--- config.mk ---
export PLATFORM = sky130hd
export DESIGN_NAME = cache_mem_arbiter
export DESIGN_NICKNAME = d
export VERILOG_FILES = /design/src/rtl/cache_mem_arbiter_pkg.sv /design/src/rtl/cache_mem_arb_pick.sv /design/src/rtl/cache_mem_arbiter.sv
export SDC_FILE = /design/constraint.sdc
export NUM_CORES = 1
export LEC_CHECK = 0
export BUFFER_PORTS_ARGS = -buffer_cell sky130_fd_sc_hd__buf_2
export CORE_AREA = 2 2 650 652
export DETAILED_ROUTE_END_ITERATION = 12
export DIE_AREA = 0 0 652 654
export PLACE_DENSITY = 0.3
export SYNTH_ARGS = -nofsm -noshare
export SYNTH_HDL_FRONTEND = slang
export SYNTH_HIERARCHICAL = 1
export SYNTH_SLANG_ARGS = --single-unit
export TNS_END_PERCENT = 20
--- constraint.sdc ---
create_clock -name clk -period 1.4 [get_ports clk]
set_input_delay 0.28 -clock clk [delete_from_list [all_inputs] [get_ports clk]]
set_output_delay 0.28 -clock clk [all_outputs]
set_load 0.05 [all_outputs]
--- src/rtl/cache_mem_arbiter_pkg.sv ---
// Shared definitions for the cache-to-main-memory arbiter: line geometry
// defaults, FSM state encoding and a one-hot helper.
package cache_mem_arbiter_pkg;

  localparam int CACHE_ADDR_LEN  = 5;
  localparam int CACHE_MEMORY_DW = 256;
  localparam int CACHE_MEMORY_MW = CACHE_MEMORY_DW / 8;

  typedef enum logic [1:0] {
    ARB_IDLE = 2'd0,
    ARB_CMD  = 2'd1,
    ARB_RSP  = 2'd2
  } arb_state_e;

  function automatic logic [1:0] onehot_of(input logic idx);
    return idx ? 2'b10 : 2'b01;
  endfunction

endpackage

--- src/rtl/cache_mem_arb_pick.sv ---
// Combinational 2-way pick: a lone requester wins outright, on contention
// the requester named by rr_ptr wins. Output is one-hot, or 00 if no request.
module cache_mem_arb_pick
  import cache_mem_arbiter_pkg::*;
(
  input  logic [1:0] req,
  input  logic       rr_ptr,
  output logic [1:0] pick
);

  always_comb begin
    pick = 2'b00;
    case (req)
      2'b01:   pick = 2'b01;
      2'b10:   pick = 2'b10;
      2'b11:   pick = onehot_of(rr_ptr);
      default: pick = 2'b00;
    endcase
  end

endmodule

--- src/rtl/cache_mem_arbiter.sv ---
// Shares one main_memory refill/writeback port between two cache masters,
// holding the grant from command through response. Define CACHE_MEM_ARB_RR_EN
// for round-robin contention handling; otherwise m0 has fixed priority.
//
//  state    | meaning
//  ARB_IDLE | no owner; arbitrate among pending cmd_valid
//  ARB_CMD  | owner's command routed to memory, waiting for cmd handshake
//  ARB_RSP  | waiting for the single response, routed back to the owner
module cache_mem_arbiter
  import cache_mem_arbiter_pkg::*;
#(
  parameter int ADDR_LEN  = CACHE_ADDR_LEN,
  parameter int MEMORY_DW = CACHE_MEMORY_DW,
  parameter int MEMORY_MW = CACHE_MEMORY_MW
) (
  input  logic                 clk,
  input  logic                 rst_n,

  input  logic                 m0_cmd_valid,
  output logic                 m0_cmd_ready,
  input  logic                 m0_cmd_read,
  input  logic [ADDR_LEN-1:0]  m0_cmd_addr,
  input  logic [MEMORY_DW-1:0] m0_cmd_wdata,
  input  logic [MEMORY_MW-1:0] m0_cmd_wmask,
  output logic                 m0_rsp_valid,
  input  logic                 m0_rsp_ready,
  output logic [MEMORY_DW-1:0] m0_rsp_rdata,

  input  logic                 m1_cmd_valid,
  output logic                 m1_cmd_ready,
  input  logic                 m1_cmd_read,
  input  logic [ADDR_LEN-1:0]  m1_cmd_addr,
  input  logic [MEMORY_DW-1:0] m1_cmd_wdata,
  input  logic [MEMORY_MW-1:0] m1_cmd_wmask,
  output logic                 m1_rsp_valid,
  input  logic                 m1_rsp_ready,
  output logic [MEMORY_DW-1:0] m1_rsp_rdata,

  output logic                 memory_cmd_valid,
  input  logic                 memory_cmd_ready,
  output logic                 memory_cmd_read,
  output logic [ADDR_LEN-1:0]  memory_cmd_addr,
  output logic [MEMORY_DW-1:0] memory_cmd_wdata,
  output logic [MEMORY_MW-1:0] memory_cmd_wmask,
  input  logic                 memory_rsp_valid,
  output logic                 memory_rsp_ready,
  input  logic [MEMORY_DW-1:0] memory_rsp_rdata,

  output logic                 arb_busy,
  output logic [1:0]           arb_grant
);

  arb_state_e state_q, state_d;
  logic [1:0] grant_q, grant_d;
  logic       busy_q, busy_d;
  logic       rr_ptr;
  logic [1:0] pick;
  logic       sel;
  logic       in_cmd, in_rsp;
  logic       g_cmd_valid, g_rsp_ready;

`ifdef CACHE_MEM_ARB_RR_EN
  logic rr_ptr_q, rr_ptr_d;
  assign rr_ptr = rr_ptr_q;
`else
  assign rr_ptr = 1'b0;
`endif

  cache_mem_arb_pick u_pick (
    .req    ({m1_cmd_valid, m0_cmd_valid}),
    .rr_ptr (rr_ptr),
    .pick   (pick)
  );

  // grant_q is 00 in IDLE, so sel defaults to m0 there; every valid/ready is
  // additionally qualified by state so IDLE drives nothing.
  assign sel    = grant_q[1];
  assign in_cmd = (state_q == ARB_CMD);
  assign in_rsp = (state_q == ARB_RSP);

  always_comb begin
    g_cmd_valid      = sel ? m1_cmd_valid : m0_cmd_valid;
    g_rsp_ready      = sel ? m1_rsp_ready : m0_rsp_ready;
    memory_cmd_read  = sel ? m1_cmd_read  : m0_cmd_read;
    memory_cmd_addr  = sel ? m1_cmd_addr  : m0_cmd_addr;
    memory_cmd_wdata = sel ? m1_cmd_wdata : m0_cmd_wdata;
    memory_cmd_wmask = sel ? m1_cmd_wmask : m0_cmd_wmask;

    memory_cmd_valid = in_cmd & g_cmd_valid;
    m0_cmd_ready     = in_cmd & ~sel & memory_cmd_ready;
    m1_cmd_ready     = in_cmd &  sel & memory_cmd_ready;

    memory_rsp_ready = in_rsp & g_rsp_ready;
    m0_rsp_valid     = in_rsp & ~sel & memory_rsp_valid;
    m1_rsp_valid     = in_rsp &  sel & memory_rsp_valid;
    m0_rsp_rdata     = memory_rsp_rdata;
    m1_rsp_rdata     = memory_rsp_rdata;
  end

  always_comb begin
    state_d = state_q;
    grant_d = grant_q;
    busy_d  = busy_q;
`ifdef CACHE_MEM_ARB_RR_EN
    rr_ptr_d = rr_ptr_q;
`endif
    case (state_q)
      ARB_IDLE: begin
        if (|pick) begin
          state_d = ARB_CMD;
          grant_d = pick;
          busy_d  = 1'b1;
        end
      end
      ARB_CMD: begin
        // Owner withdrew before the handshake: release without touching rr_ptr.
        if (!g_cmd_valid) begin
          state_d = ARB_IDLE;
          grant_d = 2'b00;
          busy_d  = 1'b0;
        end else if (memory_cmd_ready) begin
          state_d = ARB_RSP;
        end
      end
      ARB_RSP: begin
        if (memory_rsp_valid && g_rsp_ready) begin
          state_d = ARB_IDLE;
          grant_d = 2'b00;
          busy_d  = 1'b0;
`ifdef CACHE_MEM_ARB_RR_EN
          rr_ptr_d = ~sel;
`endif
        end
      end
      default: begin
        state_d = ARB_IDLE;
        grant_d = 2'b00;
        busy_d  = 1'b0;
      end
    endcase
  end

  always_ff @(posedge clk or negedge rst_n) begin
    if (!rst_n) begin
      state_q  <= ARB_IDLE;
      grant_q  <= 2'b00;
      busy_q   <= 1'b0;
`ifdef CACHE_MEM_ARB_RR_EN
      rr_ptr_q <= 1'b0;
`endif
    end else begin
      state_q  <= state_d;
      grant_q  <= grant_d;
      busy_q   <= busy_d;
`ifdef CACHE_MEM_ARB_RR_EN
      rr_ptr_q <= rr_ptr_d;
`endif
    end
  end

  assign arb_busy  = busy_q;
  assign arb_grant = grant_q;

endmodule

-- Word level (Yosys, flattened, before mapping)
Index checks and enable logic that the tools add are counted.
- word-level logic and storage cells: 48
- flip-flop bits (word level): 5
- output and inout port bits: 815
- bits of input ports: 852
- equal/unequal tests: 9
- reductions and logical operators: 6
- bitwise logic cells: 11
- muxes and demuxes: 19
- operators by type and width (kind ; count):
    256-bit 2-to-1 mux ; 1
    32-bit 2-to-1 mux ; 1
    2-bit 2-to-1 mux ; 6
    2-bit case mux with 3 select lines ; 2
    1-bit bitwise AND ; 10
    2-bit == test, second input constant ; 3
    1-bit 2-to-1 mux ; 6
    3-bit AND reduction ; 2
    5-bit 2-to-1 mux ; 1
    2-bit by 1-bit == test with 1-bit output, second input constant ; 2
    2-bit inequality test, second input constant ; 2
    2-bit case mux with 2 select lines ; 1
    2-bit OR reduction ; 2
    3-bit inequality test, second input constant ; 1
    1-bit case mux with 3 select lines ; 1
    2-bit zero test ; 1
    2-bit by 1-bit inequality test with 1-bit output, second input constant ; 1
    1-bit logical AND ; 1
    1-bit inverter ; 1

-- Longest topological paths before layout
- word-level depth: 6
- gate-level depth with buffers: 5
- depth with buffers taken out: 5

-- Hierarchy
Netlist, hierarchy kept.
- modules (own cells, without submodules) (module ; cells an instance ; sequential area each (um^2) ; instances ; area each (um^2)):
    cache_mem_arbiter ; 879 ; 125.1 ; 1 ; 7658.6
    cache_mem_arb_pick ; 3 ; 0.0 ; 1 ; 18.8

-- Worst setup path before layout
OpenSTA, ideal clock, no wires.
- path type: flip-flop to output port
- from: reg grant_q[1], in the netlist arb_grant[1]
- to: out memory_rsp_ready
- arrival: 1.722 ns
- data required time: 1.120 ns
- buffers on the path: 1
- setup slack: -0.602 ns
- cell stages (with the launch flop): 4
- cells stage by stage: dfrtp_1 > buf_2 > mux2i_1 > nor2b_1
- longest elaborated chain between the ends: 2
- RTL lines (element ; line ; RTL):
    from (decl) ; cache_mem_arbiter.sv:54 ; logic [1:0] grant_q, grant_d;
    from (signal assigned) ; cache_mem_arbiter.sv:153 ; grant_q <= grant_d;
    1-bit 2-to-1 mux ; cache_mem_arbiter.sv:83 ; g_rsp_ready = sel ? m1_rsp_ready : m0_rsp_ready;
    1-bit bitwise AND ; cache_mem_arbiter.sv:93 ; memory_rsp_ready = in_rsp & g_rsp_ready;
    to (decl) ; cache_mem_arbiter.sv:46 ; output logic memory_rsp_ready,
No other way between the ends.

-- Worst setup path after layout
- from: reg grant_q[1], in the netlist arb_grant[1]
- to: out memory_cmd_wdata[202]
- longest elaborated chain between the ends: 1
- RTL lines (element ; line ; RTL):
    256-bit 2-to-1 mux ; cache_mem_arbiter.sv:86 ; memory_cmd_wdata = sel ? m1_cmd_wdata : m0_cmd_wdata;
    to (decl) ; cache_mem_arbiter.sv:43 ; output logic [MEMORY_DW-1:0] memory_cmd_wdata,
No other way between the ends.

==> flow_summary.json <==
{
  "outcome": "finished with violations",
  "violations": "setup timing",
  "start_util_pct": 1.83,
  "clock-root-buffer": "sky130_fd_sc_hd__clkbuf_16",
  "period_needed_ps": 2180,
  "cp-start-kind": "flop",
  "synth_seq_area_share_pct": 1.63,
  "final.fill_count": 49600,
  "postSynthRegisterBits": 5,
  "final_cell_mix": "609 x sky130_fd_sc_hd__buf_2, 182 x sky130_fd_sc_hd__buf_12, 150 x sky130_fd_sc_hd__mux2_4, 145 x sky130_fd_sc_hd__mux2_2, 98 x sky130_fd_sc_hd__buf_6",
  "avg_wl_per_cell_um": 45.6,
  "cts.sink_count": 5,
  "drcViolationCount": 0,
  "p_leak_nw": 7.12,
  "grtUsageMet1_pct": 8.94,
  "ys_dominant_reg_cell": "sky130_fd_sc_hd__dfrtp_1",
  "portBuffers": 898,
  "globalplace.congestion": 0.869,
  "max-cap-violations": 0,
  "grt_max_degree": 36,
  "ant_nets": 0,
  "grt_util_all_layers_pct": 14.0,
  "setup-violations-final": 306,
  "setup_slack_ps": -780,
  "final_net_count": 2170,
  "hold_end": "state_q[0]$_DFFE_PN0P_",
  "synth_cell_types": 22,
  "core_region_area_mm2": 0.419,
  "arrival_ps": 1900,
  "fp.dieArea_mm2": 0.426,
  "share_of_synthesized_flip_flops_with_an_asynchronous_set_or_reset_pct": 100,
  "detail_route.vias_per_cell": 1.48,
  "antenna_found_initial": 179,
  "holdCritPathClass": "primary input to flop",
  "reg2reg_to": "arb_grant[1]$_DFFE_PN0P_",
  "cts_inserted_buffers": 3,
  "drive_gt1_share_pct": 97.7,
  "route.vias.total": 10200,
  "number_of_iterations_in_the_first_detailed_routing_pass": 5,
  "vdd_ir_drop_max_mv": 0.570,
  "clockBufferDepth": 2,
  "grt_pass1_wl_um": 332000,
  "totalWireLength_um": 313000,
  "globalRouteMet3Util_pct": 15.7,
  "finalCoreUtilization_pct": 4.86,
  "grt_most_used_layer": "met2",
  "placementRows": 238,
  "cts_tree": "done",
  "die_width_um": 652,
  "setup.reg_to_reg.worst_slack_ps": -310,
  "synth-warning-count": 6,
  "critPathKind": "flop to output port",
  "layout.cells.most_common": "sky130_fd_sc_hd__buf_2",
  "grtUsageMet2_pct": 24.6,
  "post_synth.cell_area_avg_um2": 8.70,
  "max_freq_ghz": 0.459,
  "synthCells": 882,
  "hold_violation_count_in_the_final_report": 0,
  "clk_latency_worst_skew_pair_ps": 230,
  "timing.clock.skew_ps": 2.67,
  "hpwl_um": 302000,
  "final_max_slew_viol_count": 0,
  "hold_depth": 2,
  "final.period_utilization_pct": 156,
  "first_iter_violations": 495,
  "power-per-cell-area_mw_per_mm2": 1230,
  "post_synth_instance_area_mm2": 0.00768,
  "worst_slack_after_detailed_placement_ps": -830,
  "ioPinCount": 1667,
  "path_clk_slew_ps": 30,
  "min-delay-start": "memory_cmd_ready",
  "grt_overflow_total": 0,
  "first_global_vias": 9356,
  "area_growth_syn_to_layout_pct": 165,
  "rsz0062_at_grt": "true",
  "cts.htree.levels": 1,
  "synth-edff-count": 0,
  "r2r.worst_path.cells": 8,
  "critical_path.max_fanout": 12,
  "floorplan.die.height_um": 654,
  "worst_ep_required_time_ps": 1120,
  "launch_point_of_the_worst_reg_to_reg_path": "arb_grant[1]$_DFFE_PN0P_",
  "endpoint_kind": "output port"
}
stage by stage:
step	power [W]	cells	TNS (ps)	area, um2	hold WS, ps
6_report	0.0250	6868	-200330	20400	384
5_1_grt	0.0259	6859	-210790	20300	440
4_1_cts	0.0253	6831	-207610	19800	422
3_3_place_gp	0.0226	6812	-139790	18300	166
2_1_floorplan	0.0138	883	-84210	7940	-15.6
3_5_place_dp	0.0225	6812	-143220	18300	162
synthesized netlist by cell type (2+ instances only):
cell type                 number  area [um2]
sky130_fd_sc_hd__a21oi_1       3        15.0
sky130_fd_sc_hd__a31oi_1       2        12.5
sky130_fd_sc_hd__and3_1        2        12.5
sky130_fd_sc_hd__buf_2        33         165
sky130_fd_sc_hd__buf_4       512        3840
sky130_fd_sc_hd__dfrtp_1       5         125
sky130_fd_sc_hd__inv_1         6        22.5
sky130_fd_sc_hd__mux2_2      295        3320
sky130_fd_sc_hd__nand2_1       4        15.0
sky130_fd_sc_hd__nor2_1        3        11.3
sky130_fd_sc_hd__nor2b_1       3        18.8
sky130_fd_sc_hd__o21ai_0       4        20.0
cell families after synthesis:
family / count (synthesis) / share of synthesized area, %
other cells: 1 / 0.0488
compound gates: 15 / 1.40
mux: 296 / 43.4
flops: 5 / 1.63
buf+inv: 551 / 52.5
simple gates: 14 / 1.01
worst max-delay path: stages (launching register included):
cell and delay [ps]:
sky130_fd_sc_hd__dfrtp_4 510, sky130_fd_sc_hd__buf_12 150, sky130_fd_sc_hd__buf_16 150, sky130_fd_sc_hd__clkbuf_16 230, sky130_fd_sc_hd__mux2_4 370, sky130_fd_sc_hd__buf_8 180
cell type report:
cell class	instances	area, um2	area share (%)
Antenna cell	31	77.6	0.381
Clock buffer	4	78.8	0.387
Inverter	6	22.5	0.111
Multi-Input combinational cell	327	4130	20.3
Sequential cell	5	129	0.633
Tap cell	5520	6910	33.9
Timing Repair Buffer	975	9010	44.3
power by group:
part           internal (W)  switching (W)
registers          0.000207      0.0000644
clock network      0.000377      0.0000875
logic               0.00917         0.0150
total               0.00975         0.0152
metal layers:
| metal | vias to the layer above | share of wire (%) |
|---|---|---|
| li1 | 3332 | - |
| met3 | 583 | 24 |
| met5 | - | 0.26 |
| met1 | 4227 | 22 |
| met4 | 76 | 4.7 |
| met2 | 1957 | 49 |
what timing repair did:
| action | in CTS | in global routing |
|---|---|---|
| hold buffers | 1 | 0 |
| pin swaps | 2 | 1 |
| endpoints found under the setup margin | 306 | 306 |
| gates cloned | 5 | 7 |
| hold endpoints to repair | 5 | 0 |
| resized for setup | 375 | 81 |
| setup buffers | 10 | 1 |
sequential cells by signal (all words and copies together), names as in the netlist:
register	flops
arb_busy	1
arb_grant	2
state_q	2
worst max path at each step:
stage                                   startpoint                     to  slack, ps  depth (start not counted)
after global routing      arb_grant[1]$_DFFE_PN0P_  memory_cmd_wdata[242]       -800                          5
final                     arb_grant[1]$_DFFE_PN0P_  memory_cmd_wdata[202]       -780                          5
after floorplan           arb_grant[1]$_DFFE_PN0P_  memory_cmd_wdata[100]       -310                          3
after detailed placement  arb_grant[1]$_DFFE_PN0P_  memory_cmd_wdata[226]       -830                          4
after global placement    arb_grant[1]$_DFFE_PN0P_  memory_cmd_wdata[226]       -820                          4
after CTS                 arb_grant[1]$_DFFE_PN0P_  memory_cmd_wdata[107]       -800                          5
Note: power is estimated with default switching activity, not from simulation.
